File: src/rtl/rvvi_pkg.sv
// Shared RVVI constants, word indices and parser state type.
package rvvi_pkg;

    localparam logic [15:0] RVVI_ETH_TYPE = 16'h005c;
    localparam logic [15:0] RVVI_ACK_TAG  = 16'h6b61;
    localparam int unsigned RVVI_WORD_W   = 32;

    localparam logic [1:0] W_DST_LO   = 2'd0;
    localparam logic [1:0] W_MAC_MIX  = 2'd1;
    localparam logic [1:0] W_SRC_HI   = 2'd2;
    localparam logic [1:0] W_TYPE_TAG = 2'd3;

    typedef enum logic [2:0] {HDR, MINST, DELAY, TAIL, DRAIN} ackstate_t;

    // Expected 32-bit header word for a given header word index.
    function automatic logic [31:0] hdr_word(input logic [1:0]  idx,
                                             input logic [47:0] dst,
                                             input logic [47:0] src,
                                             input logic [15:0] tag,
                                             input logic [15:0] etype);
        logic [31:0] w;
        case (idx)
            W_DST_LO:  w = dst[31:0];
            W_MAC_MIX: w = {src[15:0], dst[47:32]};
            W_SRC_HI:  w = src[47:16];
            default:   w = {tag, etype};
        endcase
        return w;
    endfunction

endpackage

File: src/rtl/rvvi_satcounter.sv
// Saturating up-counter with synchronous increment and async active-high reset.
module rvvi_satcounter #(
    parameter int unsigned WIDTH = 16
) (
    input  logic             clk,
    input  logic             reset,
    input  logic             inc,
    output logic [WIDTH-1:0] count
);

    logic [WIDTH-1:0] count_q;
    logic [WIDTH-1:0] count_d;

    always_comb begin
        count_d = count_q;
        if (inc && (count_q != {WIDTH{1'b1}})) begin
            count_d = count_q + WIDTH'(1);
        end
    end

    always_ff @(posedge clk or posedge reset) begin
        if (reset) begin
            count_q <= '0;
        end else begin
            count_q <= count_d;
        end
    end

    assign count = count_q;

endmodule

File: src/rtl/rvvi_host_ack_parser.sv
// Host-ack frame parser on the MAC RX stream: filters by MAC/ethertype/tag and
// extracts minstret and inter-packet delay. Frame statistics under RVVI_ACK_STATS_EN.
module rvvi_host_ack_parser
    import rvvi_pkg::*;
#(
    parameter int unsigned XLEN     = 64,
    parameter logic [15:0] ETH_TYPE = RVVI_ETH_TYPE,
    parameter logic [15:0] ACK_TAG  = RVVI_ACK_TAG
) (
    input  logic            clk,
    input  logic            reset,
    input  logic [31:0]     RxAxiTdata,
    input  logic [3:0]      RxAxiTkeep,
    input  logic            RxAxiTvalid,
    input  logic            RxAxiTlast,
    input  logic            RxAxiTuser,
    output logic            RxAxiTready,
    input  logic [47:0]     LocalMac,
    input  logic [47:0]     RemoteMac,
    output logic            Valid,
    output logic [XLEN-1:0] Minstr,
    output logic [31:0]     InterPacketDelay,
    output logic [15:0]     GoodCount,
    output logic [15:0]     DropCount
);

    localparam int unsigned MW  = XLEN / RVVI_WORD_W;
    localparam int unsigned CW  = 2;
    localparam int unsigned MIW = (MW > 1) ? $clog2(MW) : 1;

    ackstate_t                     state_q, state_d;
    logic [CW-1:0]                 cnt_q, cnt_d;
    logic [MW-1:0][RVVI_WORD_W-1:0] minst_sh_q, minst_sh_d;
    logic [31:0]                   delay_sh_q, delay_sh_d;
    logic [XLEN-1:0]               minstr_q, minstr_d;
    logic [31:0]                   ipd_q, ipd_d;
    logic                          valid_q, valid_d;
    logic                          ready_q, ready_d;

    logic        beat;
    logic        full;
    logic        good_fin;
    logic [31:0] hdr_exp;

    assign beat    = RxAxiTvalid & ready_q;
    assign full    = (RxAxiTkeep == 4'hF);
    assign hdr_exp = hdr_word(cnt_q, LocalMac, RemoteMac, ACK_TAG, ETH_TYPE);

    // Next-state, capture and finish logic; every tlast beat ends a frame.
    always_comb begin
        state_d    = state_q;
        cnt_d      = cnt_q;
        minst_sh_d = minst_sh_q;
        delay_sh_d = delay_sh_q;
        minstr_d   = minstr_q;
        ipd_d      = ipd_q;
        good_fin   = 1'b0;
        ready_d    = 1'b1;

        if (beat) begin
            unique case (state_q)
                HDR: begin
                    if (RxAxiTlast) begin
                        state_d = HDR;
                        cnt_d   = '0;
                    end else if (!full || (RxAxiTdata != hdr_exp)) begin
                        state_d = DRAIN;
                        cnt_d   = '0;
                    end else if (cnt_q == W_TYPE_TAG) begin
                        state_d = MINST;
                        cnt_d   = '0;
                    end else begin
                        cnt_d = CW'(cnt_q + CW'(1));
                    end
                end
                MINST: begin
                    minst_sh_d[cnt_q[MIW-1:0]] = RxAxiTdata;
                    if (RxAxiTlast) begin
                        state_d = HDR;
                        cnt_d   = '0;
                    end else if (!full) begin
                        state_d = DRAIN;
                        cnt_d   = '0;
                    end else if (cnt_q == CW'(MW - 1)) begin
                        state_d = DELAY;
                        cnt_d   = '0;
                    end else begin
                        cnt_d = CW'(cnt_q + CW'(1));
                    end
                end
                DELAY: begin
                    delay_sh_d = RxAxiTdata;
                    if (RxAxiTlast) begin
                        state_d  = HDR;
                        good_fin = full & ~RxAxiTuser;
                    end else if (!full) begin
                        state_d = DRAIN;
                    end else begin
                        state_d = TAIL;
                    end
                end
                TAIL: begin
                    if (RxAxiTlast) begin
                        state_d  = HDR;
                        good_fin = ~RxAxiTuser;
                    end
                end
                DRAIN: begin
                    if (RxAxiTlast) begin
                        state_d = HDR;
                    end
                end
                default: begin
                    state_d = HDR;
                    cnt_d   = '0;
                end
            endcase
        end

        if (good_fin) begin
            minstr_d = minst_sh_q;
            ipd_d    = delay_sh_d;
        end
        valid_d = good_fin;
    end

    always_ff @(posedge clk or posedge reset) begin
        if (reset) begin
            state_q    <= HDR;
            cnt_q      <= '0;
            minst_sh_q <= '0;
            delay_sh_q <= '0;
            minstr_q   <= '0;
            ipd_q      <= '0;
            valid_q    <= 1'b0;
            ready_q    <= 1'b0;
        end else begin
            state_q    <= state_d;
            cnt_q      <= cnt_d;
            minst_sh_q <= minst_sh_d;
            delay_sh_q <= delay_sh_d;
            minstr_q   <= minstr_d;
            ipd_q      <= ipd_d;
            valid_q    <= valid_d;
            ready_q    <= ready_d;
        end
    end

    assign RxAxiTready      = ready_q;
    assign Valid            = valid_q;
    assign Minstr           = minstr_q;
    assign InterPacketDelay = ipd_q;

`ifdef RVVI_ACK_STATS_EN
    logic drop_fin;
    assign drop_fin = beat & RxAxiTlast & ~good_fin;

    rvvi_satcounter #(.WIDTH(16)) u_good_cnt (
        .clk   (clk),
        .reset (reset),
        .inc   (good_fin),
        .count (GoodCount)
    );

    rvvi_satcounter #(.WIDTH(16)) u_drop_cnt (
        .clk   (clk),
        .reset (reset),
        .inc   (drop_fin),
        .count (DropCount)
    );
`else
    assign GoodCount = '0;
    assign DropCount = '0;
`endif

endmodule

File: config.mk
export PLATFORM = sky130hd
export DESIGN_NAME = rvvi_host_ack_parser
export DESIGN_NICKNAME = d
export VERILOG_FILES = /design/src/rtl/rvvi_pkg.sv /design/src/rtl/rvvi_satcounter.sv /design/src/rtl/rvvi_host_ack_parser.sv
export SDC_FILE = /design/constraint.sdc
export NUM_CORES = 1
export LEC_CHECK = 0
export ABC_AREA = 1
export CAP_MARGIN = 20
export CORE_MARGIN = 10
export CORE_UTILIZATION = 45
export DETAILED_ROUTE_END_ITERATION = 10
export GPL_TIMING_DRIVEN = 1
export PLACE_DENSITY = 0.85
export SETUP_SLACK_MARGIN = 0.5
export SLEW_MARGIN = 15
export SYNTH_ARGS = -nofsm -noshare
export SYNTH_HDL_FRONTEND = slang
export SYNTH_SLANG_ARGS = --single-unit
File: constraint.sdc
create_clock -name clk -period 7.8 [get_ports clk]
set_input_delay 0.78 -clock clk [delete_from_list [all_inputs] [get_ports clk]]
set_output_delay 0.78 -clock clk [all_outputs]
set_load 0.005 [all_outputs]
==> metrics.md <==
| Metric | Value |
|---|---|
| Critical path's most frequent cell | `nand2_1` |
| Most frequent cells in the layout | `nand2_1, clkdlybuf4s50_1, dfrtp_1` |
| Peak supply drop | `156 uV` |
| CTS tree | `built` |
| Reg2Reg Setup Slack | `4.48 ns` |
| Final Hold Vio Count | `0` |
| DR iter-0 viols | `799` |
| RSZ-0062 raised after global routing | `false` |
| Reg-to-Reg Start | `state_q[2]` |
| Largest net degree at the start of global routing | `120` |
| CP max stage delay | `0.59 ns` |
| Depth of the CTS H-tree | `4` |
| Fmax | `0.287 GHz` |
| Num Clock Sinks | `199` |
| Final clock skew | `0.0222 ns` |
| Power Dens Cells | `168 nW/um^2` |
| Placed cell area | `11700 sq um` |
| Clk_lat worst skew | `0.44 ns` |
| Relative slew slack | `0.380` |
| Vias in the first global route | `8518` |
| Fill count | `1788` |
| Area growth from synthesis to layout | `32.5%` |
| Leakage | `6.39 nW` |
| Data required, critical path | `8.18 ns` |
| Final period util | `0.447` |
| Layout cells sized above 1 | `0.0389` |
| Clock slew at reported path FFs | `0.08 ns` |
| Commonest non-fill, non-tap cell in the layout | `nand2_1` |
| Hold depth | `2` |
| Worst EP arrival | `3.86 ns` |
| Max-cap violations | `0` |
| Crit path max fanout | `67` |
| Fin. max-slew vios | `0` |
| Number of antenna violations at the first check in global routing | `2` |
| DR vias | `8548` |
| R2R Path End | `Minstr[29]` |
| Critical path type | `input port to flip-flop` |
| Pin slew with the least headroom to its limit | `0.930 ns` |
| Final nets | `1568` |
| Routed len/inst | `17.3 um` |
| Detailed placer's ending HPWL | `21900 um` |
| Critical Path Slowest Stage Cell | `buf_4` |
| Fin crit period | `3.48 ns` |
| Routed Antenna Nets | `0` |
| Gpl congestion | `0.899` |
| CP endpoint kind | `flip-flop` |
| Pre-antenna DRT Iters | `5` |
| Starting Density | `0.460` |
| Worst setup SP type | `input port` |
| Yosys cell types | `26` |
| Status | `completed` |
| Min-delay src | `minst_sh_q[33]` |
| WP buf/inv | `5` |
| Reg2Reg Depth | `9` |
| Gr ovfl total | `0` |
| # rows | `52` |
| Post-CTS setup buffer count | `0` |
| First-pass GRT wire length | `45500 um` |
| YS warnings | `0` |
| Total routed wirelength | `29600 um` |
| DRC Markers | `0` |
| Die span in x | `164 um` |
| Flops & latches, synth | `199` |
| Top delay family on crit path | `buffers and inverters` |
| Num CTS Buffers | `17` |
| CTS Root Cell | `clkbuf_16` |
| GRT Overall Usage | `0.217` |
| Die footprint | `26900 sq um` |
| # hold bufs at CTS | `0` |
| Register area share after synthesis | `0.533` |
| Final setup fails | `0` |
| # IOs | `267` |
| Post-CTS sizing | `0` |
| Syn_area_per_cell | `7.67 sq um` |
| WHS Endpoint | `Minstr[33]` |
| Via density per instance | `5.00` |
| CP Cell Sequence | `clkdlybuf4s50_1, inv_1, a2111oi_2, nand2_4, buf_16, clkinv_2, buf_4, nand2_1, nand2_1` |
| Final instance area | `12400 sq um` |
| Buffers on Ports | `234` |
| Post-Syn Area | `9340 sq um` |
| CTS max path bufs | `2` |
| Fin Setup TNS | `0 ns` |
| Die Y | `164 um` |
| Worst hold path class | `flip-flop to flip-flop` |
| Core area | `20300 sq um` |
| Post-Syn Instances | `1218` |
final cells by class:
| type | count | area (sq um) | area share |
|---|---|---|---|
| well taps | 270 | 338 | 0.0273 |
| inverters | 60 | 234 | 0.0189 |
| multi-input cells | 904 | 3740 | 0.302 |
| repair buffers | 244 | 2490 | 0.202 |
| clock buffers | 17 | 425 | 0.0344 |
| clock inverters | 15 | 155 | 0.0125 |
| diodes | 2 | 5.00 | 0.000404 |
| flip-flops and latches | 199 | 4980 | 0.402 |
layer usage:
layer  vias up  wire (um)  track usage
li1       4136          -            -
met1      3998      11800        0.262
met2       362      14300        0.362
met3        52       2470       0.0593
met4         0        949       0.0877
met5         -          0            0
metrics by stage:
step	total power, mW	worst slack, ns	utilization	hold slack [ns]	instances
floorplan	1.14	1.59	-	0.442	1249
global placement	1.23	3.71	0.575	0.448	1672
detailed placement	1.23	3.54	0.576	0.452	1673
CTS	2.08	4.00	0.605	0.459	1705
global route	2.14	4.02	0.610	0.485	1711
finish	2.07	4.32	0.610	0.456	1711
power by group:
group	internal, mW	switching, mW	total, mW	leakage [nW]
Combinational	0.0832	0.0912	0.174	3.34
Sequential	1.03	0.00305	1.04	2.78
Clock	0.428	0.435	0.864	0.272
worst register-to-register path, delay by kind of cell (launching register included):
family,cells,cell delay [ns]
buf+inv,4,1.54
simple gates,4,0.85
flops,1,0.48
compound gates,1,0.42
flip-flops by register name (all words and copies together), names as in the netlist:
name / flops
state_q: 3
Minstr: 64
RxAxiTready: 1
InterPacketDelay: 32
minst_sh_q: 64
cnt_q: 2
delay_sh_q: 32
Valid: 1
cells in the mapped netlist, drive strengths merged:
cell,instances,area [sq um]
nand2,637,2390
dfrtp,199,4980
o21ai,109,546
buf,62,437
inv,60,225
nor2,50,190
nand3,46,235
clkbuf,24,90.1
nand4,11,75.1
ha,5,62.6
a21oi,3,15.0
nor3,3,26.3
xor2,3,26.3
conb,2,7.51
a2111oi,1,15.0
a31oi,1,6.26
and2,1,6.26
o211ai,1,7.51
logic make-up (layout without fill, tap and decap cells):
logic type,Yosys count,in the layout,synth area share
adder cells (fa/ha/maj),5,5,0.00670
AO/OA/AOI/OAI,115,115,0.0631
AND/OR/NAND/NOR,748,748,0.313
other,2,35,0.000804
flip-flops,199,199,0.533
buffers and inverters,146,336,0.0805
XOR/XNOR,3,3,0.00281
how the worst max path moves through the flow:
| stage | startpoint | end | depth (start not counted) |
|---|---|---|---|
| 5_1_grt | RxAxiTlast | InterPacketDelay[15] | 9 |
| 3_3_place_gp | RxAxiTlast | InterPacketDelay[13] | 8 |
| 4_1_cts | RxAxiTlast | Minstr[44] | 8 |
| 6_report | RxAxiTlast | Minstr[29] | 9 |
| 3_5_place_dp | RxAxiTlast | Minstr[44] | 8 |
| 2_1_floorplan | reset | InterPacketDelay[0] | 1 |
No activity file was read; power rests on OpenSTA's default activity.
